`src/rtl/csr_register_bank_if.sv`:
```
// rtl/csr_register_bank_if.sv - core CSR bus: write/read strobes, addresses, op, data, OR-combined read return
//   master: drives strobes, addresses, op and write data; receives csrReadData/csrRequestOutput
//   slave : receives strobes, addresses, op and write data; drives csrReadData/csrRequestOutput
interface csr_register_bank_if;
    logic        csrWriteEnable;
    logic        csrReadEnable;
    logic [11:0] csrWriteAddress;
    logic [11:0] csrReadAddress;
    logic [1:0]  csrWriteOp;
    logic [31:0] csrWriteData;
    logic [31:0] csrReadData;
    logic        csrRequestOutput;

    modport master (
        output csrWriteEnable, csrReadEnable, csrWriteAddress, csrReadAddress,
               csrWriteOp, csrWriteData,
        input  csrReadData, csrRequestOutput
    );

    modport slave (
        input  csrWriteEnable, csrReadEnable, csrWriteAddress, csrReadAddress,
               csrWriteOp, csrWriteData,
        output csrReadData, csrRequestOutput
    );
endinterface

```
`src/rtl/csr_register_bank.sv`:
```
// rtl/csr_register_bank.sv - bank of NUM_REGS 32-bit CSRs with write/set/clear, writable masks and sticky hw bits
//   clk, rst     : clock, synchronous active-high reset
//   bus          : CSR bus slave (write/read strobes, addresses, op, data, read return)
//   hwSet        : per-bit hardware set requests, 32 bits per register
//   values       : current register contents, register i at [32i+31:32i]
//   writePulse   : one-cycle strobe per register after an accepted software write
//   writeIgnored : one-cycle strobe after a write to a read-only (address[11:10]==11) bank
module csr_register_bank #(
    parameter logic [11:0]            BASE_ADDRESS = 12'h000,
    parameter int                     NUM_REGS     = 4,
    parameter logic [32*NUM_REGS-1:0] DEFAULTS     = {NUM_REGS{32'b0}},
    parameter logic [32*NUM_REGS-1:0] WRITE_MASK   = {NUM_REGS{32'hFFFFFFFF}},
    parameter logic [32*NUM_REGS-1:0] STICKY_MASK  = {NUM_REGS{32'b0}}
) (
    input  logic                     clk,
    input  logic                     rst,
    csr_register_bank_if.slave       bus,
    input  logic [32*NUM_REGS-1:0]   hwSet,
    output logic [32*NUM_REGS-1:0]   values,
    output logic [NUM_REGS-1:0]      writePulse,
    output logic                     writeIgnored
);
    localparam int LAST_ADDRESS = int'(BASE_ADDRESS) + NUM_REGS - 1;
    // The CSR address space marks [11:10]==2'b11 as read-only.
    localparam bit READ_ONLY    = (BASE_ADDRESS[11:10] == 2'b11);

    if (NUM_REGS < 1 || NUM_REGS > 16) begin : g_bad_num_regs
        $error("csr_register_bank: NUM_REGS must be 1..16");
    end
    if (LAST_ADDRESS > 12'hFFF) begin : g_bad_range
        $error("csr_register_bank: register range runs past 12'hFFF");
    end else if ((LAST_ADDRESS >> 10) != int'(BASE_ADDRESS[11:10])) begin : g_bad_span
        $error("csr_register_bank: registers straddle an address[11:10] boundary");
    end

    logic [NUM_REGS-1:0][31:0] regQ;
    logic [NUM_REGS-1:0][31:0] regNext;
    logic [NUM_REGS-1:0]       writeHit;
    logic [NUM_REGS-1:0]       readHit;
    logic [NUM_REGS-1:0]       writeAccept;
    logic                      opValid;

    assign opValid     = (bus.csrWriteOp != 2'b11);
    assign writeAccept = writeHit & {NUM_REGS{opValid && !READ_ONLY}};
    assign values      = regQ;

    always_comb begin
        writeHit = '0;
        readHit  = '0;
        for (int i = 0; i < NUM_REGS; i++) begin
            writeHit[i] = bus.csrWriteEnable && (bus.csrWriteAddress == BASE_ADDRESS + 12'(i));
            readHit[i]  = bus.csrReadEnable  && (bus.csrReadAddress  == BASE_ADDRESS + 12'(i));
        end
    end

    // Software operation first, then sticky hardware sets on top so hwSet
    // wins over a same-cycle clear or write-0 of the same bit.
    always_comb begin
        regNext = regQ;
        for (int i = 0; i < NUM_REGS; i++) begin
            if (writeAccept[i]) begin
                case (bus.csrWriteOp)
                    2'b00:   regNext[i] = (regQ[i] & ~WRITE_MASK[32*i +: 32])
                                        | (bus.csrWriteData & WRITE_MASK[32*i +: 32]);
                    2'b01:   regNext[i] = regQ[i] | (bus.csrWriteData & WRITE_MASK[32*i +: 32]);
                    2'b10:   regNext[i] = regQ[i] & ~(bus.csrWriteData & WRITE_MASK[32*i +: 32]);
                    default: regNext[i] = regQ[i];
                endcase
            end
            regNext[i] = regNext[i] | (hwSet[32*i +: 32] & STICKY_MASK[32*i +: 32]);
        end
    end

    // Read return is zero when not selected so the core can OR slaves together.
    always_comb begin
        bus.csrReadData = 32'b0;
        for (int i = 0; i < NUM_REGS; i++) begin
            if (readHit[i]) begin
                bus.csrReadData = bus.csrReadData | regQ[i];
            end
        end
        bus.csrRequestOutput = |readHit;
    end

    always_ff @(posedge clk) begin
        if (rst) begin
            regQ         <= DEFAULTS;
            writePulse   <= '0;
            writeIgnored <= 1'b0;
        end else begin
            regQ         <= regNext;
            writePulse   <= writeAccept;
            writeIgnored <= READ_ONLY && opValid && (|writeHit);
        end
    end
endmodule
```
`src/flat_wrapper.sv`:
```
// flat-port wrapper written by rule: the top's interface ports become plain ports
module csr_register_bank_flat 
#(
    parameter logic [11:0]            BASE_ADDRESS = 12'h000,
    parameter int                     NUM_REGS     = 4,
    parameter logic [32*NUM_REGS-1:0] DEFAULTS     = {NUM_REGS{32'b0}},
    parameter logic [32*NUM_REGS-1:0] WRITE_MASK   = {NUM_REGS{32'hFFFFFFFF}},
    parameter logic [32*NUM_REGS-1:0] STICKY_MASK  = {NUM_REGS{32'b0}}
)
  (clk, rst, hwSet, values, writePulse, writeIgnored, bus_csrWriteEnable, bus_csrReadEnable, bus_csrWriteAddress, bus_csrReadAddress, bus_csrWriteOp, bus_csrWriteData, bus_csrReadData, bus_csrRequestOutput);
  csr_register_bank_if bus_i ();
  input  logic clk;
  input  logic rst;
  input  logic [32*NUM_REGS-1:0] hwSet;
  output logic [32*NUM_REGS-1:0] values;
  output logic [NUM_REGS-1:0] writePulse;
  output logic writeIgnored;
  input wire logic [$bits(bus_i.csrWriteEnable)-1:0] bus_csrWriteEnable;
  input wire logic [$bits(bus_i.csrReadEnable)-1:0] bus_csrReadEnable;
  input wire logic [$bits(bus_i.csrWriteAddress)-1:0] bus_csrWriteAddress;
  input wire logic [$bits(bus_i.csrReadAddress)-1:0] bus_csrReadAddress;
  input wire logic [$bits(bus_i.csrWriteOp)-1:0] bus_csrWriteOp;
  input wire logic [$bits(bus_i.csrWriteData)-1:0] bus_csrWriteData;
  output wire logic [$bits(bus_i.csrReadData)-1:0] bus_csrReadData;
  output wire logic [$bits(bus_i.csrRequestOutput)-1:0] bus_csrRequestOutput;
  assign bus_i.csrWriteEnable = bus_csrWriteEnable;
  assign bus_i.csrReadEnable = bus_csrReadEnable;
  assign bus_i.csrWriteAddress = bus_csrWriteAddress;
  assign bus_i.csrReadAddress = bus_csrReadAddress;
  assign bus_i.csrWriteOp = bus_csrWriteOp;
  assign bus_i.csrWriteData = bus_csrWriteData;
  assign bus_csrReadData = bus_i.csrReadData;
  assign bus_csrRequestOutput = bus_i.csrRequestOutput;
  csr_register_bank #(.BASE_ADDRESS(BASE_ADDRESS), .NUM_REGS(NUM_REGS), .DEFAULTS(DEFAULTS), .WRITE_MASK(WRITE_MASK), .STICKY_MASK(STICKY_MASK)) u_core (.clk(clk), .rst(rst), .bus(bus_i), .hwSet(hwSet), .values(values), .writePulse(writePulse), .writeIgnored(writeIgnored));
endmodule
```
`config.mk`:
```
export PLATFORM = sky130hd
export DESIGN_NAME = csr_register_bank_flat
export DESIGN_NICKNAME = d
export VERILOG_FILES = /design/src/rtl/csr_register_bank_if.sv /design/src/rtl/csr_register_bank.sv /design/src/flat_wrapper.sv
export SDC_FILE = /design/constraint.sdc
export NUM_CORES = 1
export LEC_CHECK = 0
export BUFFER_PORTS_ARGS = -buffer_cell sky130_fd_sc_hd__buf_4
export CAP_MARGIN = 15
export CORE_AREA = 2 2 140 142
export DETAILED_ROUTE_END_ITERATION = 8
export DIE_AREA = 0 0 142 144
export HOLD_SLACK_MARGIN = 0.05
export PLACE_DENSITY = 0.7
export SLEW_MARGIN = 20
export SYNTH_ARGS = -nofsm -noshare
export SYNTH_HDL_FRONTEND = slang
export SYNTH_SLANG_ARGS = --single-unit
```
`constraint.sdc`:
```
create_clock -name clk -period 3.2 [get_ports clk]
set_clock_uncertainty 0.2 [all_clocks]
set_input_delay 0.48 -clock clk [delete_from_list [all_inputs] [get_ports clk]]
set_output_delay 0.48 -clock clk [all_outputs]
set_load 0.01 [all_outputs]
```
==> results of run 1 <==
[sequential cells by signal, summed over array words and instances (netlist names)]
signal and flops:
u_core.writePulse 4, u_core.values 128
[per-layer routing]
| metal | global-route usage | up-vias | share of wire |
|---|---|---|---|
| met1 | 0.2570 | 2822 | 0.45 |
| met4 | 0.04947 | 0 | 0.010 |
| met2 | 0.2924 | 222 | 0.46 |
| li1 | - | 2838 | - |
| met5 | 0 | - | 0 |
| met3 | 0.05795 | 12 | 0.077 |
[stage by stage]
| stage | cell area (µm²) | util |
|---|---|---|
| floorplan | 6764 | - |
| global placement | 8556 | 0.4484 |
| detailed placement | 8556 | 0.4484 |
| CTS | 9204 | 0.4824 |
| global route | 9204 | 0.4824 |
| finish | 9204 | 0.4824 |
[layout make-up]
class	count	area (µm²)	area share
Clock buffer	20	446.7	0.04853
Clock inverter	12	201.4	0.02189
Inverter	35	131.4	0.01427
Multi-Input combinational cell	407	3633	0.3948
Sequential cell	132	2643	0.2871
Tap cell	238	297.8	0.03235
Timing Repair Buffer	236	1851	0.2011
[Yosys cell counts]
library cell,number,area share
a211oi_1,83,0.092
a211oi_2,77,0.14
a21o_1,32,0.036
a21oi_1,128,0.095
buf_1,4,0.0022
buf_2,14,0.010
buf_4,10,0.011
buf_6,8,0.013
clkbuf_1,31,0.017
conb_1,1,0.00055
dfxtp_1,132,0.39
ha_1,3,0.0055
inv_1,35,0.019
mux4_2,32,0.11
nand2_1,1,0.00055
nand2b_1,2,0.0018
nand3_1,1,0.00074
nor2_1,1,0.00055
nor2b_1,36,0.033
nor3_1,1,0.00074
nor4_1,1,0.00093
nor4_4,3,0.0094
nor4b_1,1,0.0013
nor4b_4,1,0.0035
or4_4,2,0.0033
or4b_4,1,0.0020
[power by group through the flow]
stage / clock network (mW) / logic, mW / registers, mW
final: 2.14 / 0.389 / 1.64
after global routing: 2.26 / 0.423 / 1.64
after CTS: 2.18 / 0.389 / 1.64
after detailed placement: 0 / 0.387 / 1.68
after global placement: 0 / 0.383 / 1.68
after floorplan: 0 / 0.245 / 1.68
[final timing paths]
path / from / endpoint / slack (ps) / cells past startpoint
worst max-delay path: bus_csrReadAddress[0] / bus_csrReadData[19] / 780 / 5
worst min-delay path: bus_csrWriteData[25] / u_core.values[57] / 210 / 3
worst max register to register: u_core.values[98] / u_core.values[98] / 2230 / 2
worst min register to register: u_core.values[127] / u_core.values[127] / 330 / 2
[logic make-up (layout without fill, tap and decap cells)]
family,after synthesis,in the layout,share of synthesized area
muxes,32,32,0.1065
and+or+nand+nor,51,51,0.05827
buffers and inverters,102,303,0.07362
adders and majority gates,3,3,0.005550
DFF,132,132,0.3907
other,1,1,0.0005544
AOI/OAI and AO/OA,320,320,0.3648
[worst max-delay path: cells and delay by family]
family / cells / cell delay, ps
buffers and inverters: 3 / 530
multiplexers: 1 / 560
AND/OR/NAND/NOR: 1 / 140
==> metrics, run 1 <==
First-pass DRT Iterations 4; Yosys warnings 0; routed len/inst 18.19 µm; IO Port Bufs 226; CTS tree built; commonest cells after routing, fill and taps aside buf_4 (229), dfxtp_1 (132), a21oi_1 (128); worst-skew pair later-pin latency between 400 and 500 ps; final worst-path setup slack 782.0 ps; Bufs on Longest Clock Path 2; clock network fraction of design power 0.513; Max Transition Viols Final 0; P_leak ~3.6 nW; kind of critical path primary input to output port; core area ~0.019 mm²; switching part of the total 0.2350; CP Cell Sequence buf_4 -> buf_12 -> mux4_2 -> nor2b_1 -> buf_4; final number of setup-violating endpoints 0; dpl hpwl roughly 13000 µm; area delta synth->final 36.07%; Hold WS approximately 210 ps; standard-cell rows 51; I/O pins 356; residual DRC count 0; Required @ worst endpoint 2520 ps; Crit. End Element output port; # hold bufs at CTS 0; Power Internal about 3.2 mW; Die ar. slightly above 0.02 mm²; Cells after Synth 641; CTS Buf Count 17; vias in the first global route 5639; CP dominant cell by count buf_4; Hold WC Path Type primary input to register; largest net degree at the start of global routing 68; max_slew headroom 0.4759; clk slew on worst S/H paths 60 ps; Synthesized Nets 834; Distinct cells, synth 26; Initial Util 0.3545; CP max stage delay 560 ps; Total Routing Usage GR 0.1889; Post-CTS Setup Repair Bufs 0; diode count 0; cell area after synthesis a little under 0.007 mm²; P_sw between 0.9 and 1 mW; share of power burned in registers 0.394; crit path max fanout 32; fin nets 1022; worst-margin pin slew 786.2 ps; achievable frequency 0.4136 GHz; Vias per Instance 5.457; H-tree lvl count 4; Cell Pwr Density 453.3 mW/mm²; Sink Count 132; fin crit share 0.7556; part of the power in combinational logic 0.093; DR vias 5894; Design Power 4.172 mW; PostCTS Resize Cnt 0; Syn Area/Cell 10.55 µm²; Non-Filler Instances 1080; total gr overflow 0; Fin. Hold Viols 0; DRT antenna net count 0; Max-Cap Viols 0; Inst Count DP 1048; initial DRC count around 190; first-pass GRT wire length 30710 µm; DP Worst Slack 393.8 ps; setup tns final 0 ps; Min Clock Period, post-route 2418 ps; RSZ-0062 raised after global routing false; Final Wtd Congestion 0.7143; Filler cells 1756; share of cells above drive strength 1 0.4572; flop and latch count out of synthesis 132; DIE HEIGHT ~140 µm; Worst Setup Start Kind primary input; CTS Root Buffer Type clkbuf_16; Worst VDD drop 0.0003487 V; Die W 142 µm; Seq/Total Area, Yosys 0.3907; Worst EP arrival 1740 ps; Slowest-stage cell, CP mux4_2; commonest non-fill, non-tap cell in the layout buf_4; status complete, no violations; final wirelength 19650 µm; initial antenna violation count 0
No activity file was read; power rests on OpenSTA's default activity.
==> run 2: changes to the inputs <==
--- a/config.mk
+++ b/config.mk
@@ -11,7 +11,7 @@
 export DETAILED_ROUTE_END_ITERATION = 8
 export DIE_AREA = 0 0 142 144
 export HOLD_SLACK_MARGIN = 0.05
-export PLACE_DENSITY = 0.7
+export PLACE_DENSITY = 0.72
 export SLEW_MARGIN = 20
 export SYNTH_ARGS = -nofsm -noshare
 export SYNTH_HDL_FRONTEND = slang
==> constraint.sdc (replaced) <==
create_clock -name clk -period 2 [get_ports clk]
set_clock_uncertainty 0.2 [all_clocks]
set_input_delay 0.3 -clock clk [delete_from_list [all_inputs] [get_ports clk]]
set_output_delay 0.3 -clock clk [all_outputs]
set_load 0.01 [all_outputs]
==> run 2 against run 1 <==
Net effect:
- the flow now finishes with violations (setup timing)
- global-route usage is 2.1 points higher
- clock power is 42% higher
- critical path depth is 4 higher
- total power is 54% higher
- final area is 25% higher
- non-clock buffer count is 174 higher
- largest power group unchanged
- highest routed layer unchanged
- final cell count is 16% higher
- sequential cell count stayed put
- routed wire length is 24% higher
==> metrics, run 2 (synthesis gave the netlist of run 1 again) <==
status finished, violations left; failing checks setup timing; achievable frequency about 0.49 GHz; vias in the first global route 6256 (+11%); diode count 0 (unchanged); Hold WC Path Type primary input to register; commonest non-fill, non-tap cell in the layout buf_4; H-tree lvl count 4 (unchanged); share of cells above drive strength 1 0.7094 (+0.2521); initial DRC count 433 (+130%); Hold Crit Depth 2 (-1); final number of setup-violating endpoints 6 (+6); CTS Root Buffer Type clkbuf_16; switching part of the total 0.2474 (+0.01242); final wirelength 24310 µm (+24%); Required @ worst endpoint 2100 ps (-420 ps); Total Routing Usage GR 0.2095 (+0.02051); kind of critical path primary input to register; dpl hpwl 15330 µm (+21%); commonest cells after routing, fill and taps aside buf_4 (322), dfxtp_2 (102), a211oi_2 (86); met3 Usage GRT 0.05331 (-0.004636); Cell Pwr Density 556.7 mW/mm² (+23%); CTS Buf Count 17 (unchanged); final instance area 0.01154 mm² (+25%); share of power burned in registers 0.408 (+0.014); P_sw 1.589 mW (+62%); DP Worst Slack -469.3 ps (-863.1 ps); standard-cell rows 51 (unchanged); routed len/inst 19.40 µm (+6.6%); part of the power in combinational logic 0.120 (+0.027); Worst EP arrival 2130 ps (+390 ps); final worst-path setup slack -28.85 ps (-810.9 ps); GR Util met1 0.2831 (+0.02607); Worst Setup Start Kind primary input; worst-skew pair later-pin latency 410 ps (about the same); IO Port Bufs 226 (unchanged); max FFs per register 128 (unchanged); initial antenna violation count 0 (unchanged); Die ar. 0.02045 mm² (unchanged); Power Internal 4.834 mW (+51%); Filler cells 1520 (-13%); reg-to-reg endpoint u_core.values[120]; Die W 142 µm (unchanged); FF-to-FF Start u_core.values[120]; Max Transition Viols Final 0 (unchanged); Vias per Instance 5.431 (-0.48%); CTS tree built; Bufs on Longest Clock Path 2 (unchanged); crit path max fanout 16 (-50%); Crit. End Element register; Top Usage Layer GRT met2; multi-input logic area 0.004056 mm² (+12%); Sink Count 132 (unchanged); P_leak 4.732 nW (+32%); largest net degree at the start of global routing 40 (-41%); RSZ-0062 raised after global routing true; fin nets 1196 (+17%); clock network fraction of design power 0.472 (-0.041); residual DRC count 0 (unchanged); Fin. Hold Viols 0 (unchanged); GR Util met2 0.3277 (+0.03534); DR vias 6805 (+15%); Max-Cap Viols 0 (unchanged); area delta synth->final 70.61%; first-pass GRT wire length 33800 µm (+10%); Min Clock Period, post-route 2029 ps; First-pass DRT Iterations 4 (unchanged); Seq. cell area 0.002793 mm² (+5.7%); Initial Util 0.3545 (unchanged); DIE HEIGHT 144 µm (unchanged); Worst VDD drop 0.0005407 V (+55%); clk slew on worst S/H paths 60 ps (about the same); fin crit share 1.014; total gr overflow 0 (unchanged); HP Start rst; r2r worst-path depth 3 (+1); core area 0.01908 mm² (unchanged); dpl cell area 0.009284 mm² (+8.5%); r2r setup slk 910 ps (-1320 ps); Final Wtd Congestion 0.7994 (+12%); Hold Path End u_core.values[38]; I/O pins 356 (unchanged); DRT antenna net count 0 (unchanged)
## run 2: cell types whose count changed in the layout (fill, tap and decap cells not counted), sizes merged
cell         before  now
dlygate4sd3       0   32
bufinv            5    2
inv              37   35
buf             236  372
clkbuf           20   29
clkinv            3    4
## run 2: worst max-delay path by stage
stage	depth (start not counted)	startpoint	to	slack (ps)
floorplan	7	bus_csrWriteOp[0]	u_core.values[11]	-80
global placement	9	bus_csrWriteOp[0]	u_core.values[73]	-380
detailed placement	8	bus_csrWriteOp[0]	u_core.values[33]	-470
CTS	8	bus_csrWriteOp[0]	u_core.values[56]	-60
global route	9	bus_csrWriteOp[0]	u_core.values[120]	-100
finish	9	bus_csrWriteOp[0]	u_core.values[120]	-30
## run 2: area by class of cell
cell class,count,area share
clock buffer,23,0.04055
clock inverter,8,0.008891
inverter,35,0.01138
multi-input combinational,407,0.3515
sequential,132,0.2420
tap,238,0.02581
timing repair buffer,410,0.3199
## run 2: critical path, cell delays in order
cell	delay, ps
buf_8	100
ha_4	160
or4b_4	530
buf_12	160
nor4_4	160
buf_4	200
buf_12	150
a21oi_1	80
a211oi_1	290
## run 2: metrics by stage
stage | instances | util | hold WS [ps] | total power [mW] | TNS (ps)
after floorplan | 641 | - | 294.0 | 3.080 | -2095
after global placement | 1086 | 0.4866 | 314.0 | 3.378 | -43500
after detailed placement | 1086 | 0.4866 | 320.2 | 3.384 | -48040
after CTS | 1176 | 0.5497 | 53.37 | 6.446 | -367.8
after global routing | 1253 | 0.6048 | 76.95 | 6.638 | -1411
final | 1253 | 0.6048 | 69.09 | 6.424 | -96.28
## run 2: repair_timing
action,CTS,global route
resized for setup,62,127
hold endpoints to repair,101,0
pin swaps,0,13
buffers inserted,27,71
cloned,0,7
endpoints found under the setup margin,30,132
hold buffers,32,0
## run 2: power groups by stage
stage,registers [mW],clock network (mW),logic [mW]
after global routing,2.62,3.19,0.828
final,2.62,3.03,0.774
after detailed placement,2.69,0,0.696
after CTS,2.63,3.07,0.754
after floorplan,2.69,0,0.393
after global placement,2.69,0,0.691
## run 2: per-layer routing
metal  vias up  wire length, µm
li1       3193                -
met1      3333            10570
met2       248            11710
met3        31             1593
met4         0              431
met5         -                0
==> run 3: changes to the inputs <==
--- a/config.mk
+++ b/config.mk
@@ -12,6 +12,7 @@
 export DIE_AREA = 0 0 142 144
 export HOLD_SLACK_MARGIN = 0.05
 export PLACE_DENSITY = 0.72
+export RECOVER_POWER = 25
 export SLEW_MARGIN = 20
 export SYNTH_ARGS = -nofsm -noshare
 export SYNTH_HDL_FRONTEND = slang
==> run 3 against run 2 <==
Net effect:
- largest power group unchanged
- fmax is 0.10% lower
- sequential share of layout area decreased by 0.33 points
- the flow still finishes with violations (setup timing)
- register-to-register slack is essentially flat
- sequential cell count stayed put
==> metrics, run 3 (synthesis gave the netlist of run 1 again) <==
Inst Count DP 1086 (unchanged); H-tree lvl count 4 (unchanged); Sink Count 132 (unchanged); HP Start rst; FF-to-FF Start u_core.values[120]; Worst VDD drop 0.0005412 V (about the same); CTS Buf Count 17 (unchanged); Hold Crit Depth 2 (unchanged); Required @ worst endpoint 2100 ps (about the same); CTS Root Buffer Type clkbuf_16; Crit. End Element register; P_leak 4.666 nW (-1.4%); Power Internal 4.838 mW (about the same); diode count 0 (unchanged); status finished, violations left; r2r setup slk 910 ps (about the same); Initial Util 0.3545 (unchanged); DRT antenna net count 0 (unchanged); Worst Setup Start Kind primary input; Final Wtd Congestion 0.7994 (unchanged); Cell Pwr Density 561.8 mW/mm² (+0.93%); residual DRC count 0 (unchanged); final number of setup-violating endpoints 6 (unchanged); Design Power 6.428 mW (about the same); dpl cell area 0.009284 mm² (unchanged); vias in the first global route 6256 (unchanged); I/O pins 356 (unchanged); dpl hpwl 15330 µm (unchanged); DIE HEIGHT 144 µm (unchanged); Die W 142 µm (unchanged); Worst EP arrival 2130 ps (about the same); Min Clock Period, post-route 2031 ps (+2.047 ps); final wirelength 24340 µm (+0.13%); commonest cells after routing, fill and taps aside buf_4 (312), a211oi_2 (86), a211oi_1 (74); r2r worst-path depth 3 (unchanged); worst-skew pair later-pin latency 410 ps (about the same); fin nets 1196 (unchanged); CTS tree built; failing checks setup timing; share of power burned in registers 0.408 (about the same); achievable frequency 0.4924 GHz (-0.10%); final instance area 0.01144 mm² (-0.86%); clk slew on worst S/H paths 60 ps (about the same); core area 0.01908 mm² (unchanged); Hold WS 67.52 ps (-1.568 ps); IO Port Bufs 226 (unchanged); final worst-path setup slack -30.90 ps (-2.047 ps); Hold Path End u_core.values[69]; Max-Cap Viols 0 (unchanged); First-pass DRT Iterations 4 (unchanged); crit path max fanout 16 (unchanged); reg-to-reg endpoint u_core.values[120]; DR vias 6817 (+0.18%); Hold WC Path Type primary input to register; Total Routing Usage GR 0.2095 (unchanged); Non-Filler Instances 1253 (unchanged); standard-cell rows 51 (unchanged); initial DRC count 432 (-0.23%); max FFs per register 128 (unchanged); setup tns final -115.6 ps (-19.30 ps); P_sw 1.590 mW (about the same); part of the power in combinational logic 0.120 (about the same); RSZ-0062 raised after global routing true; largest net degree at the start of global routing 40 (unchanged); Fin. Hold Viols 0 (unchanged); total gr overflow 0 (unchanged); kind of critical path primary input to register; Setup crit start bus_csrWriteOp[0]; Vias per Instance 5.441 (+0.18%); routed len/inst 19.43 µm (+0.13%); commonest non-fill, non-tap cell in the layout buf_4; clock network fraction of design power 0.471 (about the same); Die ar. 0.02045 mm² (unchanged); Bufs on Longest Clock Path 2 (unchanged); fin crit share 1.015 (+0.001024); share of cells above drive strength 1 0.6552 (-0.05419); switching part of the total 0.2474 (about the same); area delta synth->final 69.15%; first-pass GRT wire length 33800 µm (unchanged); initial antenna violation count 0 (unchanged); Max Transition Viols Final 0 (unchanged)
-- run 3: metrics by stage --
step | utilization | setup WS (ps)
floorplan | - | -82.86
global placement | 0.4866 | -383.5
detailed placement | 0.4866 | -469.3
CTS | 0.5497 | -55.11
global route | 0.5996 | -100.0
finish | 0.5996 | -30.90
-- run 3: worst max-delay path: stages --
cell and delay (ps):
buf_8 100, ha_4 160, or4b_4 530, buf_12 160, nor4_4 160, buf_4 200
buf_12 150, a21oi_1 80, a211oi_1 290
-- run 3: worst max-delay path by stage --
| stage | to | slack [ps] | depth (start not counted) |
|---|---|---|---|
| 5_1_grt | u_core.values[120] | -100 | 9 |
| 3_3_place_gp | u_core.values[73] | -380 | 9 |
| 3_5_place_dp | u_core.values[33] | -470 | 8 |
| 2_1_floorplan | u_core.values[11] | -80 | 7 |
| 4_1_cts | u_core.values[56] | -60 | 8 |
| 6_report | u_core.values[120] | -30 | 9 |
-- run 3: cell type report --
class | count | area (µm²)
flip-flops and latches | 132 | 2731
repair buffers | 410 | 3654
fillers | 1565 | 7639
well taps | 238 | 297.8
multi-input cells | 407 | 4056
clock inverters | 8 | 102.6
inverters | 35 | 131.4
clock buffers | 23 | 467.9
-- run 3: routing by layer --
metal | up-vias | track usage | wire (µm)
li1 | 3196 | - | -
met1 | 3354 | 0.2831 | 10650
met2 | 238 | 0.3277 | 11720
met3 | 29 | 0.05331 | 1551
met4 | 0 | 0.07000 | 421
met5 | - | 0 | 0
-- run 3: power groups by stage --
stage	Clock, mW	Combinational [mW]	Sequential, mW
after CTS	3.07	0.754	2.63
after detailed placement	0	0.696	2.69
final	3.03	0.774	2.62
after global routing	3.19	0.828	2.62
after floorplan	0	0.393	2.69
after global placement	0	0.691	2.69
-- run 3: timing repair --
action | in CTS | in global routing
gates resized for setup | 62 | 127
pin swaps | 0 | 13
setup endpoints to repair | 30 | 132
hold endpoints to repair | 101 | 0
gates cloned | 0 | 7
setup buffers | 27 | 71
hold buffers | 32 | 0
